`config.mk`:
```
export PLATFORM = sky130hd
export DESIGN_NAME = alu_8bit
export DESIGN_NICKNAME = d
export VERILOG_FILES = /design/src/rtl/alu_8bit.sv
export SDC_FILE = /design/constraint.sdc
export NUM_CORES = 1
export LEC_CHECK = 0
export ABC_AREA = 1
export CORE_AREA = 10 10 54 56
export DETAILED_ROUTE_END_ITERATION = 6
export DIE_AREA = 0 0 64 66
export PLACE_DENSITY = 0.79
export SLEW_MARGIN = 5
export SYNTH_ARGS = -nofsm -noshare
export SYNTH_HDL_FRONTEND = slang
export SYNTH_SLANG_ARGS = --single-unit
export TNS_END_PERCENT = 1
```
`constraint.sdc`:
```
create_clock -name clk -period 3.9 [get_ports clk]
set_clock_uncertainty 0.2 [all_clocks]
set_input_delay 0.975 -clock clk [delete_from_list [all_inputs] [get_ports clk]]
set_output_delay 0.975 -clock clk [all_outputs]
set_load 0.005 [all_outputs]
```
`src/rtl/alu_8bit.sv`:
```
// ---------------------------------------------------------------------------
// alu_8bit
//   8-bit add/subtract unit for the simple CPU datapath.
//   A single 9-bit adder computes a + b, or a - b as a + ~b + 1.
//   The zero/carry flags and the gated bus value are purely combinational.
//   A small clocked flag register captures the flags for conditional jumps.
//
// Ports
//   clk         system clock; the flag register updates on the rising edge
//   rst         asynchronous active-high reset; clears zf_q/cf_q
//   a, b        8-bit operands from the A and B registers
//   sub         0 = add, 1 = subtract (a - b)
//   out         combinational 8-bit result
//   flag_zero   1 when out == 8'h00
//   flag_carry  adder carry-out (for subtract: 1 = no borrow, a >= b)
//   flags_load  capture flag_zero/flag_carry on the next rising clk edge
//   out_en      bus drive enable
//   bus_out     out when out_en = 1, else 8'h00 (no tri-state on chip)
//   zf_q, cf_q  registered zero / carry flags
// ---------------------------------------------------------------------------
module alu_8bit (
    input  logic       clk,
    input  logic       rst,
    input  logic [7:0] a,
    input  logic [7:0] b,
    input  logic       sub,
    output logic [7:0] out,
    output logic       flag_zero,
    output logic       flag_carry,
    input  logic       flags_load,
    input  logic       out_en,
    output logic [7:0] bus_out,
    output logic       zf_q,
    output logic       cf_q
);

    // Operand B is inverted for subtraction. The carry-in of 1 then completes
    // the two's-complement negate, so one adder covers both operations.
    logic [7:0] b_eff;
    logic [8:0] sum;

    always_comb begin
        b_eff = b ^ {8{sub}};
        sum   = {1'b0, a} + {1'b0, b_eff} + {8'h00, sub};
    end

    assign out        = sum[7:0];
    assign flag_carry = sum[8];
    assign flag_zero  = (sum[7:0] == 8'h00);

    // AND-gated bus driver. An idle ALU contributes zeros to the OR-combined
    // internal bus.
    assign bus_out = out_en ? sum[7:0] : 8'h00;

    // The flag register holds its value unless the sequencer requests a load.
    // Reset takes priority over a coincident load.
    always_ff @(posedge clk or posedge rst) begin
        if (rst) begin
            zf_q <= 1'b0;
            cf_q <= 1'b0;
        end else if (flags_load) begin
            zf_q <= flag_zero;
            cf_q <= flag_carry;
        end
    end

endmodule

```
Word-level counts from Yosys, hierarchy flattened
Cells that the tools add are included.
{ "totals": {"regBits": 2, "latch_bits": 0, "ram_bits": 0, "mem_bits_ro": 0, "output_inout_bits": 20, "wordCells": 7, "n_memories": 0} }
{ "op_classes": {"add_sub_neg": 2, "mul": 0, "div_mod_pow": 0, "order_cmp": 0, "eq_ne": 0, "shift": 0, "muxes": 1, "n_bitwise": 1, "n_reduce_logical": 1} }
{ "op_table": {"columns": ["cell", "n"], "rows": [
  ["$add A8 B8 Y9", 1],
  ["$add A9 B1 Y9", 1],
  ["$logic_not A8 Y1", 1],
  ["$mux W8", 1],
  ["$xor A8 B8 Y8", 1]
]} }

Depth between registers and ports, before layout
Gate-level depths: netlist of the first run.
{ "logic_depth": {"depth_word": 4, "mapped_depth": 14, "mapped_depth_nobuf": 13} }

Worst setup path after synthesis of the first run
Ideal clock, no wire load.
{ "synth_timing": {"kind": "in2out", "startpoint": "input sub", "endpoint": "output flag_zero", "arrival_ns": 2.411, "required_time_ns": 2.725, "setup_slack_ns": 0.314, "cell_stages": 11, "n_path_buf": 1, "path_cell_list": "buf_6 -> xor2_1 -> fa_1 -> nand3_1 -> nand2_1 -> nand2_1 -> nand2_1 -> nand2_1 -> nand2_1 -> nor2_1 -> and2_1"} }
{ "synth_via": {"elab_chain_cells": 4} }
{ "synth_lines": {"columns": ["element", "line", "text"], "rows": [
  ["start, declared", "26", "input logic sub,"],
  ["$xor A8 B8 Y8", "43", "b_eff = b ^ {8{sub}};"],
  ["$add A8 B8 Y9", "44", "sum = {1'b0, a} + {1'b0, b_eff} + {8'h00, sub};"],
  ["$add A9 B1 Y9 (*)", "44", null],
  ["named net out[6]", "27", "output logic [7:0] out,"],
  ["$logic_not A8 Y1 (*)", "49", "assign flag_zero = (sum[7:0] == 8'h00);"],
  ["end, declared", "28", "output logic flag_zero,"]
]} }
Mark *: on every way through the listed nets, which the timed path passes. The rest lies on a longest branch.

Worst setup path after layout of the first run
{ "layout_timing": {"startpoint": "input sub", "endpoint": "output flag_zero"} }
{ "layout_via": {"elab_chain_cells": 4} }
{ "layout_lines": {"columns": ["element", "line"], "rows": [
  ["$xor A8 B8 Y8", "43"],
  ["$add A8 B8 Y9", "44"],
  ["$add A9 B1 Y9 (*)", "44"],
  ["$logic_not A8 Y1 (*)", "49"]
]} }
Mark *: on every way between the ends. The rest lies on a longest branch, timed or not.

==> qor.csv, run 1 <==
stage,metric,value,unit
setup_path,slowest_stage,fa_2,
job,cap_violations,0,
timing,worstMarginPinSlew,0.260,ns
setup_path,path_max_fanout,8,
detailed_routing,ant_nets,0,
clock_tree,clock_path_buffers,2,
timing,period_needed,3.87,ns
setup_path,crit_type,in2out,
global_route,grt_pass1_vias,1080,
timing,fmax,258,MHz
setup_path,cp.arrival,2.70,ns
setup_path,crit_path_start_kind,primary input,
setup_path,end_kind,output pin,
die,die_h,66,µm
synth,syn_area_per_cell,5.56,µm²
global_route,antenna_found_initial,0,
setup_path,crit_chain,buf_6 > buf_12 > nand2_4 > nand2_4 > fa_2 > xor2_2 > nor2_1 > nand2_1 > nor2_1 > nand2_1 > nor2_2 > and2_1 > buf_2,
synth,syn-cell-area,662,µm²
placement,io_buffers,40,
finish,final_common_cell,nand2_1,
detailed_routing,vias,1009,
finish,design_area,1420,µm²
detailed_routing,first_pass_iters,4,
synth,synth_cell_types,17,
clock_tree,ctsHtreeMaxLevel,1,
clock_tree,clk_pin_slew,0.03,ns
finish,drive_above_1_share,38.4,%
detailed_routing,via_per_inst,4.76,
detailed_routing,initialDrtViolationCount,24,
synth,synth_seq_cells,2,
synth,synth_nets,148,
die,core,1900,µm²
power,vdd_ir_drop_max,0.153,mV
die,io_pins,41,
global_route,grt_overflow,0,
setup_path,crit_family,simple AND/OR/NAND/NOR gates,
setup_path,crit_buf_inv,3,
timing,hold_viol_final,0,
die,die_w,64,µm
setup_path,crit_start,sub,
placement,place_inst,204,
worst_hold_path,hold_class,reg2reg,
detailed_routing,routedWlPerCell,13.3,µm
finish,final_nets,216,
detailed_routing,drcViolationCount,0,
setup_path,r2r-start,cf_q$_DFFE_PP0P_,
clock_tree,hold_buffers,0,
global_route,grt_pass1_wl,4.64,mm
die,die_area,4220,µm²
synth,yosysSeqAreaShare,7.56,%
finish,diodes,0,
setup_path,max_stage_delay,0.42,ns
placement,gp_congestion,0.876,
placement,place_area,1230,µm²
clock_tree,cts_root_buffer,clkbuf_4,
die,start_util,34.8,%
finish,stdcell_count,212,
timing,relSlewSlack,82.6,%
setup_path,cp_data_required_time,2.72,ns
finish,mostFrequentLayoutCells,"35 x nand2_1, 23 x buf_4, 18 x inv_1, 13 x clkdlybuf4s50_1",
clock_tree,clock_sinks,2,
timing,rsz0062_at_grt,yes,
synth,synth_cells,119,
clock_tree,tritoncts,done,
power,p_leak,0.836,nW
synth,yosys_warnings,0,
timing,maxSlewViolCount,0,
global_route,grt.total_usage,13.2,%
finish,syn_to_final_growth,115,%
timing,timing.final.crit_share,99.4,%
die,rows,16,
detailed_routing,wl,2.81,mm
clock_tree,clk_latency,0.22,ns
power,powerDensity,259,nW/µm²
timing,setup_violations,0,
finish,final_util,74.8,%
placement,hpwl,2.10,mm
global_route,grt_max_degree,9,
status,status,finished clean,
clock_tree,cts-buffers-inserted,3,
worst_hold_path,min-delay-start,zf_q$_DFFE_PP0P_,
per-stage QoR:
| step | TNS (ns) | total power [W] | hold WS (ns) | setup slack, ns |
|---|---|---|---|---|
| detailed placement | -7.71 | 0.000293 | 0.265 | -0.739 |
| global route | -0.118 | 0.000406 | 0.297 | -0.112 |
| floorplan | 0 | 0.000134 | 0.273 | 0.314 |
| global placement | -7.12 | 0.000287 | 0.265 | -0.674 |
| finish | 0 | 0.000368 | 0.273 | 0.0252 |
| CTS | -0.563 | 0.000343 | 0.275 | -0.117 |
metal layers:
layer  share of wire [%]  wire (µm)  track usage [%]
met1                  39       1080             12.5
met2                  52       1460             26.2
met3                 7.7        216             4.58
met4                 1.8         51             3.01
met5                   0          0                0
synth_stat cells:
cell type / number / area [µm²]
clkinv_1: 1 / 3.75
and2_1: 1 / 6.26
nand4_1: 1 / 6.26
nor2_1: 10 / 37.5
nor2_2: 1 / 6.26
o21ai_1: 2 / 10.0
nand2_2: 6 / 37.5
a21oi_1: 8 / 40.0
fa_1: 1 / 20.0
inv_1: 19 / 71.3
nand2_1: 43 / 161
ha_1: 7 / 87.6
xor2_1: 8 / 70.1
nand3_1: 7 / 35.0
buf_6: 1 / 11.3
dfrtp_1: 2 / 50.1
nand3b_1: 1 / 7.51
kinds of logic after synthesis:
family | Yosys count | share of synthesized area [%]
compound gates | 10 | 7.56
flops | 2 | 7.56
fa+ha+maj | 8 | 16.3
simple gates | 70 | 45.0
xor+xnor | 8 | 10.6
buf+inv | 21 | 13.0
area by class of cell:
cell class                      instances  area [µm²]
Inverter                               20        76.3
Fill cell                             153         479
Multi-Input combinational cell         96         672
Timing Repair Buffer                   64         568
Tap cell                               27        33.8
Clock buffer                            3        22.5
Sequential cell                         2        50.0
power by group:
| group | internal [W] | switching (W) |
|---|---|---|
| Combinational | 0.000161 | 0.000138 |
| Sequential | 0.0000228 | 0.000000865 |
| Clock | 0.0000339 | 0.0000115 |
| Total | 0.000218 | 0.000150 |
worst register-to-register path, delay by kind of cell (launching register included):
family           cells  cell delay (ns)
AO/OA/AOI/OAI        1             0.05
AND/OR/NAND/NOR      1             0.06
flip-flops           1             0.36
what timing repair did:
action,CTS,global route
gates resized for setup,50,34
buffers inserted,3,2
pin swaps,21,36
endpoints found under the setup margin,16,15
sequential cells by signal, summed over array words and instances, names as in the netlist:
name / flops
cf_q: 1
zf_q: 1
final timing paths:
check | endpoint | slack (ns) | cells past startpoint
min reg2reg | zf_q$_DFFE_PP0P_ | 0.27 | 2
min | zf_q$_DFFE_PP0P_ | 0.27 | 2
min in group asynchronous | zf_q$_DFFE_PP0P_ | 0.70 | 2
max reg2reg | cf_q$_DFFE_PP0P_ | 3.10 | 2
max in group asynchronous | cf_q$_DFFE_PP0P_ | 2.67 | 2
max | flag_zero | 0.03 | 13
(Power assumes the default switching activity.)
==> inputs of run 2 (changes only) <==
- CELL_PAD_IN_SITES_DETAIL_PLACEMENT: not set -> 0
- CELL_PAD_IN_SITES_GLOBAL_PLACEMENT: not set -> 1
- CORE_AREA: 10 10 54 56 -> 10 10 52 84
- DIE_AREA: 0 0 64 66 -> 0 0 62 94
- PLACE_DENSITY: 0.79 -> 0.8
==> qor.csv, run 2 (synthesis gave the netlist of run 1 again) <==
stage,metric,value,unit
timing,period_needed,3.97,ns
placement,hpwl,2.23,mm
power,p_clk_share,19.5,%
finish,stdcell_count,238,
global_route,grt_overflow,0,
setup_path,cp_data_required_time,2.72,ns
clock_tree,clock_sinks,2,
clock_tree,clock_path_buffers,2,
status,violations,negative setup slack,
timing,setup_violations,2,
timing,rsz0062_at_grt,yes,
global_route,grt_max_degree,8,
clock_tree,cts_root_buffer,clkbuf_8,
detailed_routing,vias,1059,
finish,final_nets,227,
placement,place_inst,222,
die,core,2960,µm²
setup_path,r2r_slack,3.09,ns
clock_tree,ctsHtreeMaxLevel,1,
setup_path,crit_type,in2out,
power,p_sw,0.000159,W
die,rows,26,
clock_tree,clk_pin_slew,0.03,ns
power,swShare,37.7,%
setup_path,crit_path_start_kind,primary input,
worst_hold_path,min-delay-start,zf_q$_DFFE_PP0P_,
die,start_util,22.4,%
clock_tree,tritoncts,done,
finish,design_area,1520,µm²
timing,worstMarginPinSlew,0.273,ns
global_route,antenna_found_initial,0,
clock_tree,cts-buffers-inserted,3,
die,io_pins,41,
global_route,grt_pass1_vias,1106,
setup_path,ff2ff_path_depth,2,
die,die_area,5830,µm²
power,pwr-share-comb,74.9,%
finish,diodes,0,
timing,fmax,252,MHz
detailed_routing,initialDrtViolationCount,13,
clock_tree,hold_buffers,0,
die,die_h,94,µm
timing,setup_ws,-0.0737,ns
timing,relSlewSlack,81.8,%
detailed_routing,drcViolationCount,0,
finish,drive_above_1_share,39.8,%
detailed_routing,first_pass_iters,4,
finish,reg_top3,"cf_q x1, zf_q x1",
setup_path,cp.arrival,2.80,ns
power,power,0.000422,W
setup_path,end_kind,output pin,
placement,place_area,1270,µm²
setup_path,r2r-end,cf_q$_DFFE_PP0P_,
detailed_routing,ant_nets,0,
global_route,grt_pass1_wl,4.34,mm
timing,timing.final.crit_share,102,%
placement,gp_congestion,0.814,
power,p_int,0.000263,W
finish,syn_to_final_growth,129,%
die,die_w,62,µm
setup_path,r2r-start,cf_q$_DFFE_PP0P_,
detailed_routing,via_per_inst,4.45,
placement,io_buffers,40,
finish,mostFrequentLayoutCells,"32 x nand2_1, 32 x buf_4, 19 x inv_1, 17 x nand2_2, 16 x clkdlybuf4s50_1",
worst_hold_path,hold_class,reg2reg,
timing,maxSlewViolCount,0,
worst_hold_path,hold_end,zf_q$_DFFE_PP0P_,
power,p_leak,0.876,nW
status,status,"finished, violations left",
worst_hold_path,min_path_cells,2,
detailed_routing,wl,2.97,mm
global_route,grt.total_usage,9.48,%
job,cap_violations,0,
clock_tree,clk_latency,0.21,ns
power,pwr-share-seq,5.7,%
timing,hold_viol_final,0,
finish,final_util,51.3,%
power,powerDensity,278,nW/µm²
power,vdd_ir_drop_max,0.106,mV
detailed_routing,routedWlPerCell,12.5,µm
setup_path,path_max_fanout,4,
-- run 2: changes by cell type in the layout (fill, tap and decap cells not counted), sizes merged --
cell	previous run	this run
buf	29	38
clkdlybuf4s15	0	3
clkdlybuf4s50	13	16
clkbuf	6	4
clkinv	1	0
dlygate4sd2	12	11
dlymetal6s2s	7	6
inv	19	20
-- run 2: power by group through the flow --
stage | registers (W) | clock network (W) | logic [W]
2_1_floorplan | 0.0000242 | 0 | 0.000110
3_3_place_gp | 0.0000239 | 0 | 0.000271
3_5_place_dp | 0.0000240 | 0 | 0.000275
4_1_cts | 0.0000238 | 0.0000844 | 0.000275
5_1_grt | 0.0000239 | 0.0000869 | 0.000345
6_report | 0.0000239 | 0.0000823 | 0.000316
-- run 2: final cells by class --
| cell class | instances | area [µm²] |
|---|---|---|
| fill | 294 | 1440 |
| timing repair buffer | 75 | 657 |
| multi-input combinational | 96 | 643 |
| inverter | 20 | 75.1 |
| tap | 42 | 52.6 |
| sequential | 2 | 50.0 |
| clock buffer | 3 | 41.3 |
-- run 2: critical path, stage by stage --
cell             delay [ns]
clkdlybuf4s50_1        0.41
ha_1                   0.36
a21oi_2                0.21
nand2_2                0.09
nand2_2                0.08
nand2_1                0.07
nor2_1                 0.15
nand2_1                0.10
nor2_2                 0.11
and2_1                 0.14
buf_2                  0.11
-- run 2: how the worst max path moves through the flow --
stage / to / from
final: flag_zero / a[3]
after global routing: flag_zero / sub
after CTS: flag_zero / b[2]
after detailed placement: flag_zero / sub
after global placement: flag_zero / sub
after floorplan: flag_zero / sub
-- run 2: repair_timing --
| item | in CTS | in global routing |
|---|---|---|
| gates resized for setup | 39 | 30 |
| setup buffers | 5 | 7 |
| setup endpoints to repair | 16 | 13 |
| pin swaps | 14 | 25 |
| cloned | 1 | 0 |
-- run 2: through the flow --
stage               TNS, ns  worst slack [ns]  hold slack (ns)
finish               -0.117           -0.0737            0.288
global route         -0.567            -0.147            0.323
CTS                   -1.38            -0.265            0.294
detailed placement    -7.98            -0.772            0.285
global placement      -7.63            -0.736            0.268
floorplan                 0             0.314            0.273
-- run 2: routing by layer --
layer / share of wire [%] / GRT usage, %
met1: 30 / 7.26
met2: 61 / 19.3
met3: 6.5 / 2.98
met4: 2.4 / 4.12
met5: 0 / 0
